<file path="config.mk">
export PLATFORM = sky130hd
export DESIGN_NAME = mips_mc_controller_flat
export DESIGN_NICKNAME = d
export VERILOG_FILES = /design/src/rtl/mips_pkg.sv /design/src/rtl/mips_mc_controller_if.sv /design/src/rtl/mips_mc_controller_aludec.sv /design/src/rtl/mips_mc_controller.sv /design/src/flat_wrapper.sv
export SDC_FILE = /design/constraint.sdc
export NUM_CORES = 1
export LEC_CHECK = 0
export ABC_AREA = 1
export ABC_CLOCK_PERIOD_IN_PS = 1400
export CAP_MARGIN = 15
export CORE_UTILIZATION = 30
export DETAILED_ROUTE_END_ITERATION = 8
export SYNTH_ARGS = -nofsm -noshare
export SYNTH_HDL_FRONTEND = slang
export SYNTH_SLANG_ARGS = --single-unit
</file>
<file path="constraint.sdc">
create_clock -name clka -period 1.4 [get_ports clka]
set_input_delay 0.14 -clock clka [delete_from_list [all_inputs] [get_ports clka]]
set_output_delay 0.14 -clock clka [all_outputs]
set_load 0.005 [all_outputs]
</file>
<file path="src/rtl/mips_pkg.sv">
// Shared definitions for the multicycle MIPS controller: FSM states,
// instruction field codes, ALU operation codes and datapath mux selects.
package mips_pkg;

  typedef enum logic [3:0] {
    S_FETCH  = 4'd0,
    S_DECODE = 4'd1,
    S_MEMADR = 4'd2,
    S_MEMRD  = 4'd3,
    S_MEMWB  = 4'd4,
    S_MEMWR  = 4'd5,
    S_EXEC   = 4'd6,
    S_ALUWB  = 4'd7,
    S_BRANCH = 4'd8,
    S_ADDIEX = 4'd9,
    S_ADDIWB = 4'd10,
    S_JUMP   = 4'd11
  } state_t;

  localparam logic [5:0] OP_RTYPE = 6'b000000;
  localparam logic [5:0] OP_LW    = 6'b100011;
  localparam logic [5:0] OP_SW    = 6'b101011;
  localparam logic [5:0] OP_BEQ   = 6'b000100;
  localparam logic [5:0] OP_ADDI  = 6'b001000;
  localparam logic [5:0] OP_J     = 6'b000010;

  localparam logic [5:0] F_ADD = 6'b100000;
  localparam logic [5:0] F_SUB = 6'b100010;
  localparam logic [5:0] F_AND = 6'b100100;
  localparam logic [5:0] F_OR  = 6'b100101;
  localparam logic [5:0] F_SLT = 6'b101010;

  localparam logic [2:0] ALU_ADD = 3'b010;
  localparam logic [2:0] ALU_SUB = 3'b110;
  localparam logic [2:0] ALU_AND = 3'b000;
  localparam logic [2:0] ALU_OR  = 3'b001;
  localparam logic [2:0] ALU_SLT = 3'b111;

  localparam logic [1:0] SRCB_RD2     = 2'b00;
  localparam logic [1:0] SRCB_FOUR    = 2'b01;
  localparam logic [1:0] SRCB_IMM     = 2'b10;
  localparam logic [1:0] SRCB_IMM_SH2 = 2'b11;

  localparam logic [1:0] PC_ALU    = 2'b00;
  localparam logic [1:0] PC_ALUOUT = 2'b01;
  localparam logic [1:0] PC_JUMP   = 2'b10;

  // True for every opcode the controller knows how to sequence.
  function automatic logic op_known(input logic [5:0] op);
    return (op == OP_RTYPE) || (op == OP_LW) || (op == OP_SW) ||
           (op == OP_BEQ) || (op == OP_ADDI) || (op == OP_J);
  endfunction

endpackage

</file>
<file path="src/rtl/mips_mc_controller_if.sv">
// Controller <-> datapath/memory bundle. The master side supplies the
// instruction fields and status flags, the slave (controller) drives
// the datapath control lines.
interface mips_mc_controller_if #(
  parameter int STATE_W = 4
);
  logic [5:0]         op;
  logic [5:0]         funct;
  logic               zero;
  logic               overflow;
  logic               mem_ready;

  logic               iord;
  logic               memwrite;
  logic               irwrite;
  logic               regdst;
  logic               memtoreg;
  logic               regwrite;
  logic               alusrca;
  logic               pcen;
  logic [1:0]         alusrcb;
  logic [1:0]         pcsrc;
  logic [2:0]         alucontrol;
  logic [STATE_W-1:0] state;
  logic               instr_done;
  logic               illegal;
  logic               exc_ovf;

  modport master (
    output op, funct, zero, overflow, mem_ready,
    input  iord, memwrite, irwrite, regdst, memtoreg, regwrite, alusrca,
           pcen, alusrcb, pcsrc, alucontrol, state, instr_done, illegal,
           exc_ovf
  );

  modport slave (
    input  op, funct, zero, overflow, mem_ready,
    output iord, memwrite, irwrite, regdst, memtoreg, regwrite, alusrca,
           pcen, alusrcb, pcsrc, alucontrol, state, instr_done, illegal,
           exc_ovf
  );
endinterface

</file>
<file path="src/rtl/mips_mc_controller_aludec.sv">
// R-type function decoder: maps funct to the ALU operation and flags
// function codes the ALU does not implement.
module aludec
  import mips_pkg::*;
(
  input  logic [5:0] funct,
  output logic [2:0] alucontrol,
  output logic       valid
);

  // Pure table lookup; unknown codes fall back to add with valid low.
  always_comb begin
    alucontrol = ALU_ADD;
    valid      = 1'b1;
    case (funct)
      F_ADD:   alucontrol = ALU_ADD;
      F_SUB:   alucontrol = ALU_SUB;
      F_AND:   alucontrol = ALU_AND;
      F_OR:    alucontrol = ALU_OR;
      F_SLT:   alucontrol = ALU_SLT;
      default: valid      = 1'b0;
    endcase
  end

endmodule

</file>
<file path="src/rtl/mips_mc_controller.sv">
// Multicycle MIPS main controller: Moore FSM sequencing fetch, decode
// and the per-class execute/writeback steps, with overflow capture for
// add/sub/addi. STATE_W must be at least 4 to hold the state encoding.
module mips_mc_controller
  import mips_pkg::*;
#(
  parameter int STATE_W = 4
) (
  input  logic                 clka,
  input  logic                 rst,
  mips_mc_controller_if.slave  bus
);

  state_t     state_q;
  logic       ovf_q;

  logic [2:0] r_alu;
  logic       r_valid;
  logic       r_addsub;
  logic       decode_bad;

  logic       iord, memwrite, irwrite, regdst, memtoreg, regwrite;
  logic       alusrca, pcen, instr_done, illegal, exc_ovf;
  logic [1:0] alusrcb, pcsrc;
  logic [2:0] alucontrol;

  aludec u_aludec (
    .funct      (bus.funct),
    .alucontrol (r_alu),
    .valid      (r_valid)
  );

  assign r_addsub   = r_valid && ((r_alu == ALU_ADD) || (r_alu == ALU_SUB));
  assign decode_bad = !op_known(bus.op) || ((bus.op == OP_RTYPE) && !r_valid);

  // State sequencing and overflow capture; reset parks the FSM in FETCH.
  always_ff @(posedge clka or negedge rst) begin
    if (!rst) begin
      state_q <= S_FETCH;
      ovf_q   <= 1'b0;
    end else begin
      case (state_q)
        S_FETCH: begin
          ovf_q <= 1'b0;
          if (bus.mem_ready) state_q <= S_DECODE;
        end
        S_DECODE: begin
          if (decode_bad) begin
            state_q <= S_FETCH;
          end else begin
            case (bus.op)
              OP_LW, OP_SW: state_q <= S_MEMADR;
              OP_RTYPE:     state_q <= S_EXEC;
              OP_BEQ:       state_q <= S_BRANCH;
              OP_ADDI:      state_q <= S_ADDIEX;
              OP_J:         state_q <= S_JUMP;
              default:      state_q <= S_FETCH;
            endcase
          end
        end
        S_MEMADR: state_q <= (bus.op == OP_SW) ? S_MEMWR : S_MEMRD;
        S_MEMRD:  if (bus.mem_ready) state_q <= S_MEMWB;
        S_MEMWR:  if (bus.mem_ready) state_q <= S_FETCH;
        S_EXEC: begin
          // Logical ops and slt cannot signal an arithmetic overflow.
          ovf_q   <= bus.overflow & r_addsub;
          state_q <= S_ALUWB;
        end
        S_ADDIEX: begin
          ovf_q   <= bus.overflow;
          state_q <= S_ADDIWB;
        end
        S_MEMWB, S_ALUWB, S_BRANCH, S_ADDIWB, S_JUMP: state_q <= S_FETCH;
        default: state_q <= S_FETCH;
      endcase
    end
  end

  // Moore output decode from the registered state; a few enables are
  // qualified by memory/ALU status of the current cycle.
  always_comb begin
    iord       = 1'b0;
    memwrite   = 1'b0;
    irwrite    = 1'b0;
    regdst     = 1'b0;
    memtoreg   = 1'b0;
    regwrite   = 1'b0;
    alusrca    = 1'b0;
    pcen       = 1'b0;
    alusrcb    = SRCB_RD2;
    pcsrc      = PC_ALU;
    alucontrol = ALU_AND;
    instr_done = 1'b0;
    illegal    = 1'b0;
    exc_ovf    = 1'b0;
    case (state_q)
      S_FETCH: begin
        alusrcb    = SRCB_FOUR;
        alucontrol = ALU_ADD;
        irwrite    = bus.mem_ready;
        pcen       = bus.mem_ready;
      end
      S_DECODE: begin
        alusrcb    = SRCB_IMM_SH2;
        alucontrol = ALU_ADD;
        illegal    = decode_bad;
      end
      S_MEMADR: begin
        alusrca    = 1'b1;
        alusrcb    = SRCB_IMM;
        alucontrol = ALU_ADD;
      end
      S_MEMRD: iord = 1'b1;
      S_MEMWB: begin
        memtoreg   = 1'b1;
        regwrite   = 1'b1;
        instr_done = 1'b1;
      end
      S_MEMWR: begin
        iord       = 1'b1;
        memwrite   = 1'b1;
        instr_done = bus.mem_ready;
      end
      S_EXEC: begin
        alusrca    = 1'b1;
        alucontrol = r_alu;
      end
      S_ALUWB: begin
        regdst     = 1'b1;
        regwrite   = ~ovf_q;
        instr_done = 1'b1;
        exc_ovf    = ovf_q;
      end
      S_BRANCH: begin
        alusrca    = 1'b1;
        alucontrol = ALU_SUB;
        pcsrc      = PC_ALUOUT;
        pcen       = bus.zero;
        instr_done = 1'b1;
      end
      S_ADDIEX: begin
        alusrca    = 1'b1;
        alusrcb    = SRCB_IMM;
        alucontrol = ALU_ADD;
      end
      S_ADDIWB: begin
        regwrite   = ~ovf_q;
        instr_done = 1'b1;
        exc_ovf    = ovf_q;
      end
      S_JUMP: begin
        pcsrc      = PC_JUMP;
        pcen       = 1'b1;
        instr_done = 1'b1;
      end
      default: ;
    endcase
  end

  // While reset is held no enable may reach the datapath, even the ones
  // that follow mem_ready combinationally.
  assign bus.iord       = iord;
  assign bus.regdst     = regdst;
  assign bus.memtoreg   = memtoreg;
  assign bus.alusrca    = alusrca;
  assign bus.alusrcb    = alusrcb;
  assign bus.pcsrc      = pcsrc;
  assign bus.alucontrol = alucontrol;
  assign bus.state      = STATE_W'(state_q);
  assign bus.irwrite    = irwrite    & rst;
  assign bus.pcen       = pcen       & rst;
  assign bus.regwrite   = regwrite   & rst;
  assign bus.memwrite   = memwrite   & rst;
  assign bus.instr_done = instr_done & rst;
  assign bus.illegal    = illegal    & rst;
  assign bus.exc_ovf    = exc_ovf    & rst;

endmodule

</file>
<file path="src/flat_wrapper.sv">
// flat-port wrapper written by rule: the top's interface ports become plain ports
module mips_mc_controller_flat import mips_pkg::*;
#(
  parameter int STATE_W = 4
)
  (clka, rst, bus_op, bus_funct, bus_zero, bus_overflow, bus_mem_ready, bus_iord, bus_memwrite, bus_irwrite, bus_regdst, bus_memtoreg, bus_regwrite, bus_alusrca, bus_pcen, bus_alusrcb, bus_pcsrc, bus_alucontrol, bus_state, bus_instr_done, bus_illegal, bus_exc_ovf);
  mips_mc_controller_if #(.STATE_W(STATE_W)) bus_i ();
  input  logic clka;
  input  logic rst;
  input wire logic [$bits(bus_i.op)-1:0] bus_op;
  input wire logic [$bits(bus_i.funct)-1:0] bus_funct;
  input wire logic [$bits(bus_i.zero)-1:0] bus_zero;
  input wire logic [$bits(bus_i.overflow)-1:0] bus_overflow;
  input wire logic [$bits(bus_i.mem_ready)-1:0] bus_mem_ready;
  output wire logic [$bits(bus_i.iord)-1:0] bus_iord;
  output wire logic [$bits(bus_i.memwrite)-1:0] bus_memwrite;
  output wire logic [$bits(bus_i.irwrite)-1:0] bus_irwrite;
  output wire logic [$bits(bus_i.regdst)-1:0] bus_regdst;
  output wire logic [$bits(bus_i.memtoreg)-1:0] bus_memtoreg;
  output wire logic [$bits(bus_i.regwrite)-1:0] bus_regwrite;
  output wire logic [$bits(bus_i.alusrca)-1:0] bus_alusrca;
  output wire logic [$bits(bus_i.pcen)-1:0] bus_pcen;
  output wire logic [$bits(bus_i.alusrcb)-1:0] bus_alusrcb;
  output wire logic [$bits(bus_i.pcsrc)-1:0] bus_pcsrc;
  output wire logic [$bits(bus_i.alucontrol)-1:0] bus_alucontrol;
  output wire logic [$bits(bus_i.state)-1:0] bus_state;
  output wire logic [$bits(bus_i.instr_done)-1:0] bus_instr_done;
  output wire logic [$bits(bus_i.illegal)-1:0] bus_illegal;
  output wire logic [$bits(bus_i.exc_ovf)-1:0] bus_exc_ovf;
  assign bus_i.op = bus_op;
  assign bus_i.funct = bus_funct;
  assign bus_i.zero = bus_zero;
  assign bus_i.overflow = bus_overflow;
  assign bus_i.mem_ready = bus_mem_ready;
  assign bus_iord = bus_i.iord;
  assign bus_memwrite = bus_i.memwrite;
  assign bus_irwrite = bus_i.irwrite;
  assign bus_regdst = bus_i.regdst;
  assign bus_memtoreg = bus_i.memtoreg;
  assign bus_regwrite = bus_i.regwrite;
  assign bus_alusrca = bus_i.alusrca;
  assign bus_pcen = bus_i.pcen;
  assign bus_alusrcb = bus_i.alusrcb;
  assign bus_pcsrc = bus_i.pcsrc;
  assign bus_alucontrol = bus_i.alucontrol;
  assign bus_state = bus_i.state;
  assign bus_instr_done = bus_i.instr_done;
  assign bus_illegal = bus_i.illegal;
  assign bus_exc_ovf = bus_i.exc_ovf;
  mips_mc_controller #(.STATE_W(STATE_W)) u_core (.clka(clka), .rst(rst), .bus(bus_i));
endmodule
</file>
Yosys cells after proc, flatten, opt, wreduce, memory -nomap -nowiden --
Cells that the tools add are included.
Operators by class: bitwise logic cells 9, reductions and logical operators 23, mux-type cells 24, equal/unequal tests 26
Operators by type and width (count):
- equality test 6 bit (second input constant) | 7
- one-hot mux 4 bit (7 select lines) | 1
- one-hot mux 4 bit (5 select lines) | 1
- equality test 4 x 3 -> 1 bit (second input constant) | 4
- equality test 4 bit (second input constant) | 4
- 2-to-1 mux 4 bit | 4
- one-hot mux 3 bit (4 select lines) | 1
- OR reduction 5 bit | 2
- 2-to-1 mux 1 bit | 9
- one-hot mux 3 bit (3 select lines) | 1
- AND 1 bit | 8
- equality test 4 x 2 -> 1 bit (second input constant) | 2
- OR reduction 2 bit | 4
- OR reduction 4 bit | 2
- logical OR 1 bit | 7
- equality test 6 x 2 -> 1 bit (second input constant) | 1
- equality test 6 x 3 -> 1 bit (second input constant) | 1
- equality test 6 x 4 -> 1 bit (second input constant) | 1
- zero test 6 bit | 1
- != test 2 bit (second input constant) | 3
- one-hot mux 1 bit (3 select lines) | 2
- one-hot mux 2 bit (3 select lines) | 1
- equality test 4 x 1 -> 1 bit (second input constant) | 1
- zero test 4 bit | 1
- other kinds (10) | 13
Storage, ports and cells: flip-flop bits (word level) 5, word-level logic and storage cells 84, output and inout bits 22, input bits 17

Longest topological paths before layout --
Gate-level depths: netlist (run 1).
depth in word-level cells 10, mapped depth 11

By module --
Synthesis (run 1) repeated with hierarchy kept, for this count alone.
Unflattened totals: cells, all modules 155, area, all modules 780.7 um2
Modules (own cells, without submodules):
- mips_mc_controller | seq. area each 125.1 um2, area an instance 661.9 um2, cells an instance 127, instances 1
- aludec | seq. area each 0.0 um2, area an instance 118.9 um2, cells an instance 28, instances 1

Worst setup path after synthesis (run 1) --
No wires, ideal clock.
kind reg-to-output, start point register u_core.state_q[2] (netlist: u_core.bus.state[2]), end point output bus_pcen, cell stages (with the launch flop) 8, setup slack 0.181 ns, arrival time 1.079 ns, data required time 1.260 ns, path buffers 0, path through dfrtp_1 -> nor2_1 -> inv_2 -> nor2_1 -> nand2_1 -> nand2_1 -> o21ai_1 -> inv_1
On the way: word-level cells in the longest chain between the ends 3, elaborated cells between the ends (all ways) 5, classes of those cells eq/ne: 2; mux: 1; bitwise: 1; reduce/logical: 1
RTL lines:
- start, declared | RTL line mips_mc_controller.sv:14 | state_t state_q;
- start signal, assigned | RTL line mips_mc_controller.sv:61 | S_MEMADR: state_q <= (bus.op == OP_SW) ? S_MEMWR : S_MEMRD;
- equality test 4 bit / zero test 4 bit (equally long branches) | RTL line mips_mc_controller.sv:96 | case (state_q)
- one-hot mux 1 bit (3 select lines) * | RTL line mips_mc_controller.sv:96
- AND 1 bit * | RTL line mips_mc_controller.sv:171 | assign bus.pcen = pcen & rst;
- end, declared | RTL line flat_wrapper.sv:22 | output wire logic [$bits(bus_i.pcen)-1:0] bus_pcen;
Every way passes the cells marked *; elsewhere a longest branch is shown, timed or not.

Final worst setup path (run 1) --
start point register u_core.state_q[2] (netlist: u_core.bus.state[2]), end point output bus_instr_done
On the way: word-level cells in the longest chain between the ends 4, elaborated cells between the ends (all ways) 9, classes of those cells eq/ne: 6; mux: 1; bitwise: 1; reduce/logical: 1
RTL lines:
- equality test 4 x 3 -> 1 bit / equality test 4 bit (equally long branches) | RTL line mips_mc_controller.sv:96
- OR reduction 5 bit (no line)
- one-hot mux 1 bit (2 select lines) * | RTL line mips_mc_controller.sv:96
- AND 1 bit * | RTL line mips_mc_controller.sv:174 | assign bus.instr_done = instr_done & rst;
- end, declared | RTL line flat_wrapper.sv:27 | output wire logic [$bits(bus_i.instr_done)-1:0] bus_instr_done;
Marked as above.

==> results of run 1 <==
## layout by cell type (no fill, tap or decap), types with 3 or more instances in the layout
cell / netlist / final
buf_4: 0 / 52
nand2_1: 34 / 23
buf_6: 0 / 17
inv_1: 25 / 16
nor2_4: 1 / 15
buf_2: 0 / 15
nor2_1: 27 / 14
dlygate4sd2_1: 0 / 13
inv_2: 8 / 11
nand2_2: 1 / 10
nand3_1: 12 / 10
inv_4: 0 / 6
nor2_2: 7 / 6
o21ai_2: 1 / 4
clkdlybuf4s50_1: 0 / 4
dfrtp_2: 0 / 4
nand2_4: 1 / 3
a21oi_1: 6 / 3
a21oi_2: 0 / 3
o21ai_1: 2 / 3
nand4_1: 3 / 3
clkbuf_4: 0 / 3
## kinds of logic (layout without fill, tap and decap cells)
| logic type | after synthesis | count (layout) | synth area share |
|---|---|---|---|
| compound gates | 17 | 17 | 0.127 |
| buf+inv | 33 | 142 | 0.166 |
| flops | 5 | 5 | 0.168 |
| simple gates | 90 | 90 | 0.539 |
## area by class of cell
type	count	share of cell area
Clock buffer	4	0.0140
Inverter	33	0.0740
Sequential cell	5	0.0693
Timing Repair Buffer	105	0.458
Multi-Input combinational cell	107	0.366
Tap cell	28	0.0187
## critical path, stage by stage (launching register included)
cell and delay (ns):
dfrtp_2 0.47, nor2_4 0.16, inv_2 0.08, nor2_2 0.12, buf_4 0.11, nor2_1 0.04, a31oi_1 0.14, buf_2 0.13
## repair_timing
item,CTS,global route
hold buffers,0,0
endpoints found under the setup margin,25,25
pin swaps,29,12
resized for setup,150,32
endpoints found under the hold margin,0,0
buffers inserted,24,4
## flip-flops by register name, summed over array words and instances, names as in the netlist
name,count
u_core.bus.state,4
u_core.ovf_q,1
## worst max path at each step
stage	startpoint	to	depth (start not counted)
after global placement	bus_funct[0]	bus_illegal	10
after floorplan	u_core.bus.state[2]	bus_pcen	7
final	u_core.bus.state[2]	bus_instr_done	7
after detailed placement	bus_funct[0]	bus_illegal	10
after CTS	u_core.bus.state[3]	bus_instr_done	7
after global routing	u_core.bus.state[2]	bus_instr_done	7
## routing by layer
layer / GRT usage / up-vias
met2: 0.524 / 48
met4: 0.0721 / 0
li1: - / 668
met3: 0.0614 / 7
met5: 0 / -
met1: 0.327 / 660
## power by group
part / internal [mW] / switching [mW] / total (mW)
registers: 0.197 / 0.127 / 0.324
clock network: 0.108 / 0.0679 / 0.176
logic: 1.09 / 0.968 / 2.06
==> metrics.csv, run 1 <==
metric,value,unit
fp.dieW,51.9,microns
top_layer,met4,
synth_commonest_cells,"nand2_1, nor2_1, inv_1",
die_h,51.9,microns
violations,negative setup slack,
dr_wl_met2,2.10,mm
r2r-start,u_core.bus.state[2],
synth-seq-cells,5,
p_leak,1.05,nW
fin_skew,0.00239,ns
cp-end-kind,output port,
viasPerCell,4.90,
ys_seq_area_frac,0.168,
cts.clk_slew.worst_paths,0.04,ns
place.gp.congestion,0.934,
drc_errors,0,
rows,17,
finalCriticalPeriod,1.64,ns
cts_max_path_buffers,2,
clock-sinks,5,
yosys-top-cells-area,"nand2_1, dfrtp_1, nor2_1",
start_kind,register,
grt_max_degree,7,
drive_above_1_share,0.614,
hpwl,2.39,mm
ys.flop_type,dfrtp_1,
r2r_end,u_core.bus.state[2],
reg2reg_slack,-0.15,ns
grt_remaining_overflow,0,
power_density,1360,nW/um^2
yosysUniqueCellTypes,20,
arrival,1.50,ns
dieArea,2690,sq um
timing.final.crit_share,1.17,
cts_tree,yes,
worst-slew-pin-transition,0.303,ns
power,2.56,mW
wl_met3,172,microns
hold_path.class,input pin to asynchronous set/reset pin,
wl_per_cell,13.7,microns
fillers,153,
synth.net_count,162,
htreeDepth,1,
io_buffers,38,
grtUsageTotal,0.285,
synth-edff-count,0,
grt_pass1_wl,5.70,mm
slew_headroom,0.798,
seq_area,130,sq um
post-place-ws,-0.652,ns
worstSetupPathType,register to output port,
final_max_slew_viol_count,0,
setup_violations,22,
instances_no_fill,282,
nets,272,
fin_area,1880,sq um
synthCells,145,
avgSynthCellArea,5.15,sq um
placed_area,1490,sq um
yosys.area.top_type_share,0.171,
wl_met1,1.53,mm
cp.required,1.26,ns
drv_cap,0,
drtAntennaViolNets,0,
core,2280,sq um
grt_pass1_vias,1366,
hold_slack,0.417,ns
drt_iter0_drc,36,
totalWireLength,3.85,mm
fin_util,0.825,
rsz0062_at_grt,true,
numCtsBuffers,3,
max_freq,608,MHz
crit_path_max_fanout,4,
post-place-cells,254,
antennaDiodeCount,0,
synth_most_common_cell,nand2_1,
cts_root_buf,clkbuf_4,
rr_worst_depth,11,
dr.pass1.iters,4,
yosys_warnings,0,
io_pins,39,
num_vias,1383,
syn_to_final_growth,151,%
syn_area,747,sq um
synthArstFlopShare,1.00,
fin_ws,-0.244,ns
fin_setup_tns,-2.74,ns
start_util,0.328,
yosys.area.top_type,nand2_1,
multi_input_area,687,sq um
outcome,"complete, but fails checks",
antenna_found_initial,0,
clk_latency,0.25,ns
vdd_drop_max,1480,uV
hold_viol,0,
No activity file was read; power rests on OpenSTA's default activity.
==> run 2: changes to the inputs <==
--- a/config.mk
+++ b/config.mk
@@ -9,6 +9,7 @@
 export ABC_CLOCK_PERIOD_IN_PS = 1400
 export CAP_MARGIN = 15
 export CORE_UTILIZATION = 30
+export CTS_CLUSTER_DIAMETER = 40
 export DETAILED_ROUTE_END_ITERATION = 8
 export SYNTH_ARGS = -nofsm -noshare
 export SYNTH_HDL_FRONTEND = slang
==> results of run 2 <==
The final DEF is identical to that of run 1; final timing and power are the same.
==> run 3: changes to the inputs <==
--- a/config.mk
+++ b/config.mk
@@ -5,7 +5,6 @@
 export SDC_FILE = /design/constraint.sdc
 export NUM_CORES = 1
 export LEC_CHECK = 0
-export ABC_AREA = 1
 export ABC_CLOCK_PERIOD_IN_PS = 1400
 export CAP_MARGIN = 15
 export CORE_UTILIZATION = 30
==> metrics.csv, run 3 <==
metric,value,unit
p_leak,0.878,nW
synth_most_common_cell,nor2_1,
rsz0062_at_grt,true,
grt_remaining_overflow,0,
cts_max_path_buffers,2,
max_freq,600,MHz
yosys.area.top_type_share,0.168,
yosys.area.top_type,dfrtp_1,
dieArea,2690,sq um
yosys-top-cells-area,"dfrtp_1, nor2_1, nor3_1",
syn_to_final_growth,163,%
fillers,129,
largest_reg_flops,4,
instances_no_fill,239,
clk_latency,0.26,ns
power_density,1340,nW/um^2
drtAntennaViolNets,0,
p_sw,1.14,mW
rows,17,
worst-slew-pin-transition,0.391,ns
yosysUniqueCellTypes,44,
die_h,51.9,microns
wl_per_cell,18.0,microns
start_kind,register,
seq_area,130,sq um
cp.required,1.26,ns
viasPerCell,5.55,
synth-seq-cells,5,
synthArstFlopShare,1.00,
drc_errors,0,
synth.net_count,127,
fin_ws,-0.267,ns
fin_util,0.860,
top_layer,met4,
grt_pass1_wl,6.34,mm
p_comb_frac,0.828,
htreeDepth,1,
core,2280,sq um
wl_met1,1.67,mm
antenna_found_initial,0,
p_seq_frac,0.101,
io_buffers,38,
multi_input_area,863,sq um
cts_tree,yes,
ys_seq_area_frac,0.168,
ys.flop_type,dfrtp_1,
post-place-cells,214,
slew_headroom,0.736,
start_util,0.328,
grtUsageTotal,0.319,
avgSynthCellArea,6.78,sq um
arrival,1.53,ns
wl_met3,242,microns
power.internal,1.49,mW
hpwl,2.25,mm
place.gp.congestion,0.782,
grt_max_degree,10,
final_common_cell,buf_4,
synthCells,110,
setup_violations,20,
antennaDiodeCount,0,
cts.clk_slew.worst_paths,0.05,ns
reg2reg_slack,-0.08,ns
synth_commonest_cells,"nor2_1, nor3_1, clkbuf_1",
swShare,0.433,
cts_root_buf,clkbuf_4,
io_pins,39,
drv_cap,0,
synth-edff-count,0,
drive_above_1_share,0.716,
timing.final.crit_share,1.19,
p_clk_frac,0.071,
grt_pass1_vias,1343,
totalWireLength,4.30,mm
worstSetupPathType,register to output port,
dr.pass1.iters,4,
finalCriticalPeriod,1.67,ns
final_max_slew_viol_count,0,
drt_iter0_drc,30,
crit_path_max_fanout,4,
cp-end-kind,output port,
fp.dieW,51.9,microns
violations,negative setup slack,
clock-sinks,5,
num_vias,1326,
final_cell_mix,"buf_4, buf_6, buf_2",
numCtsBuffers,3,
holdBufCountCts,0,
hold_path.class,input pin to asynchronous set/reset pin,
outcome,"complete, but fails checks",
yosys_warnings,0,
dr_wl_met2,2.25,mm
fin_skew,0.00478,ns
nets,229,
syn_area,746,sq um
hold_viol,0,
vdd_drop_max,1130,uV
-- run 3: metrics by stage --
step                      power, mW  setup slack (ns)  area, sq um  hold WS, ns   TNS, ns
after floorplan               0.782          -0.00214          752       -0.156  -0.00214
after global placement         1.68            -0.917         1480        0.547     -7.68
after detailed placement       1.69            -0.943         1480        0.542     -8.10
after CTS                      2.37            -0.258         1810        0.309     -1.69
after global routing           2.75            -0.292         1960        0.345     -3.41
final                          2.62            -0.267         1960        0.349     -2.58
-- run 3: final cells by class --
| type | instances | area share |
|---|---|---|
| multi-input combinational | 94 | 0.441 |
| timing repair buffer | 106 | 0.455 |
| sequential | 5 | 0.0665 |
| tap | 28 | 0.0179 |
| inverter | 2 | 0.00639 |
| clock buffer | 4 | 0.0134 |
-- run 3: power groups by stage --
| stage | Combinational, mW | Sequential [mW] | Clock [mW] |
|---|---|---|---|
| global placement | 1.44 | 0.245 | 0 |
| CTS | 1.93 | 0.256 | 0.178 |
| floorplan | 0.550 | 0.233 | 0 |
| global route | 2.29 | 0.265 | 0.191 |
| finish | 2.17 | 0.264 | 0.186 |
| detailed placement | 1.44 | 0.247 | 0 |
-- run 3: critical path, cell delays in order, from the launching register on --
cell and delay (ns):
dfrtp_2 0.44, buf_6 0.14, nor2b_4 0.13, a21oi_2 0.04, o31a_1 0.24, nor3b_2 0.15, buf_2 0.13
-- run 3: layer usage --
layer,vias up,global-route usage
li1,619,-
met1,632,0.369
met2,60,0.600
met3,15,0.0263
met4,0,0.108
met5,-,0
-- run 3: path summary, 6_finish.rpt --
| check | start | to | depth (start not counted) |
|---|---|---|---|
| max | u_core.bus.state[3] | bus_pcen | 6 |
| min | rst | u_core.bus.state[3] | 2 |
| max reg2reg | u_core.bus.state[2] | u_core.bus.state[2] | 6 |
| min reg2reg | u_core.ovf_q | u_core.ovf_q | 3 |
| max in group asynchronous | rst | u_core.bus.state[1] | 3 |
| min in group clka | bus_op[5] | u_core.bus.state[3] | 5 |
-- run 3: timing repair --
item,4_1_cts,5_1_grt
gates resized for setup,169,30
endpoints found under the setup margin,26,23
setup buffers,18,4
pin swaps,23,13
-- run 3: cell families after synthesis --
logic type | share of synthesized area
AOI/OAI and AO/OA | 0.280
xor gates and xnor gates | 0.0352
adders and majority gates | 0.0134
buffers and inverters | 0.0604
DFF | 0.168
muxes | 0.0285
and+or+nand+nor | 0.414
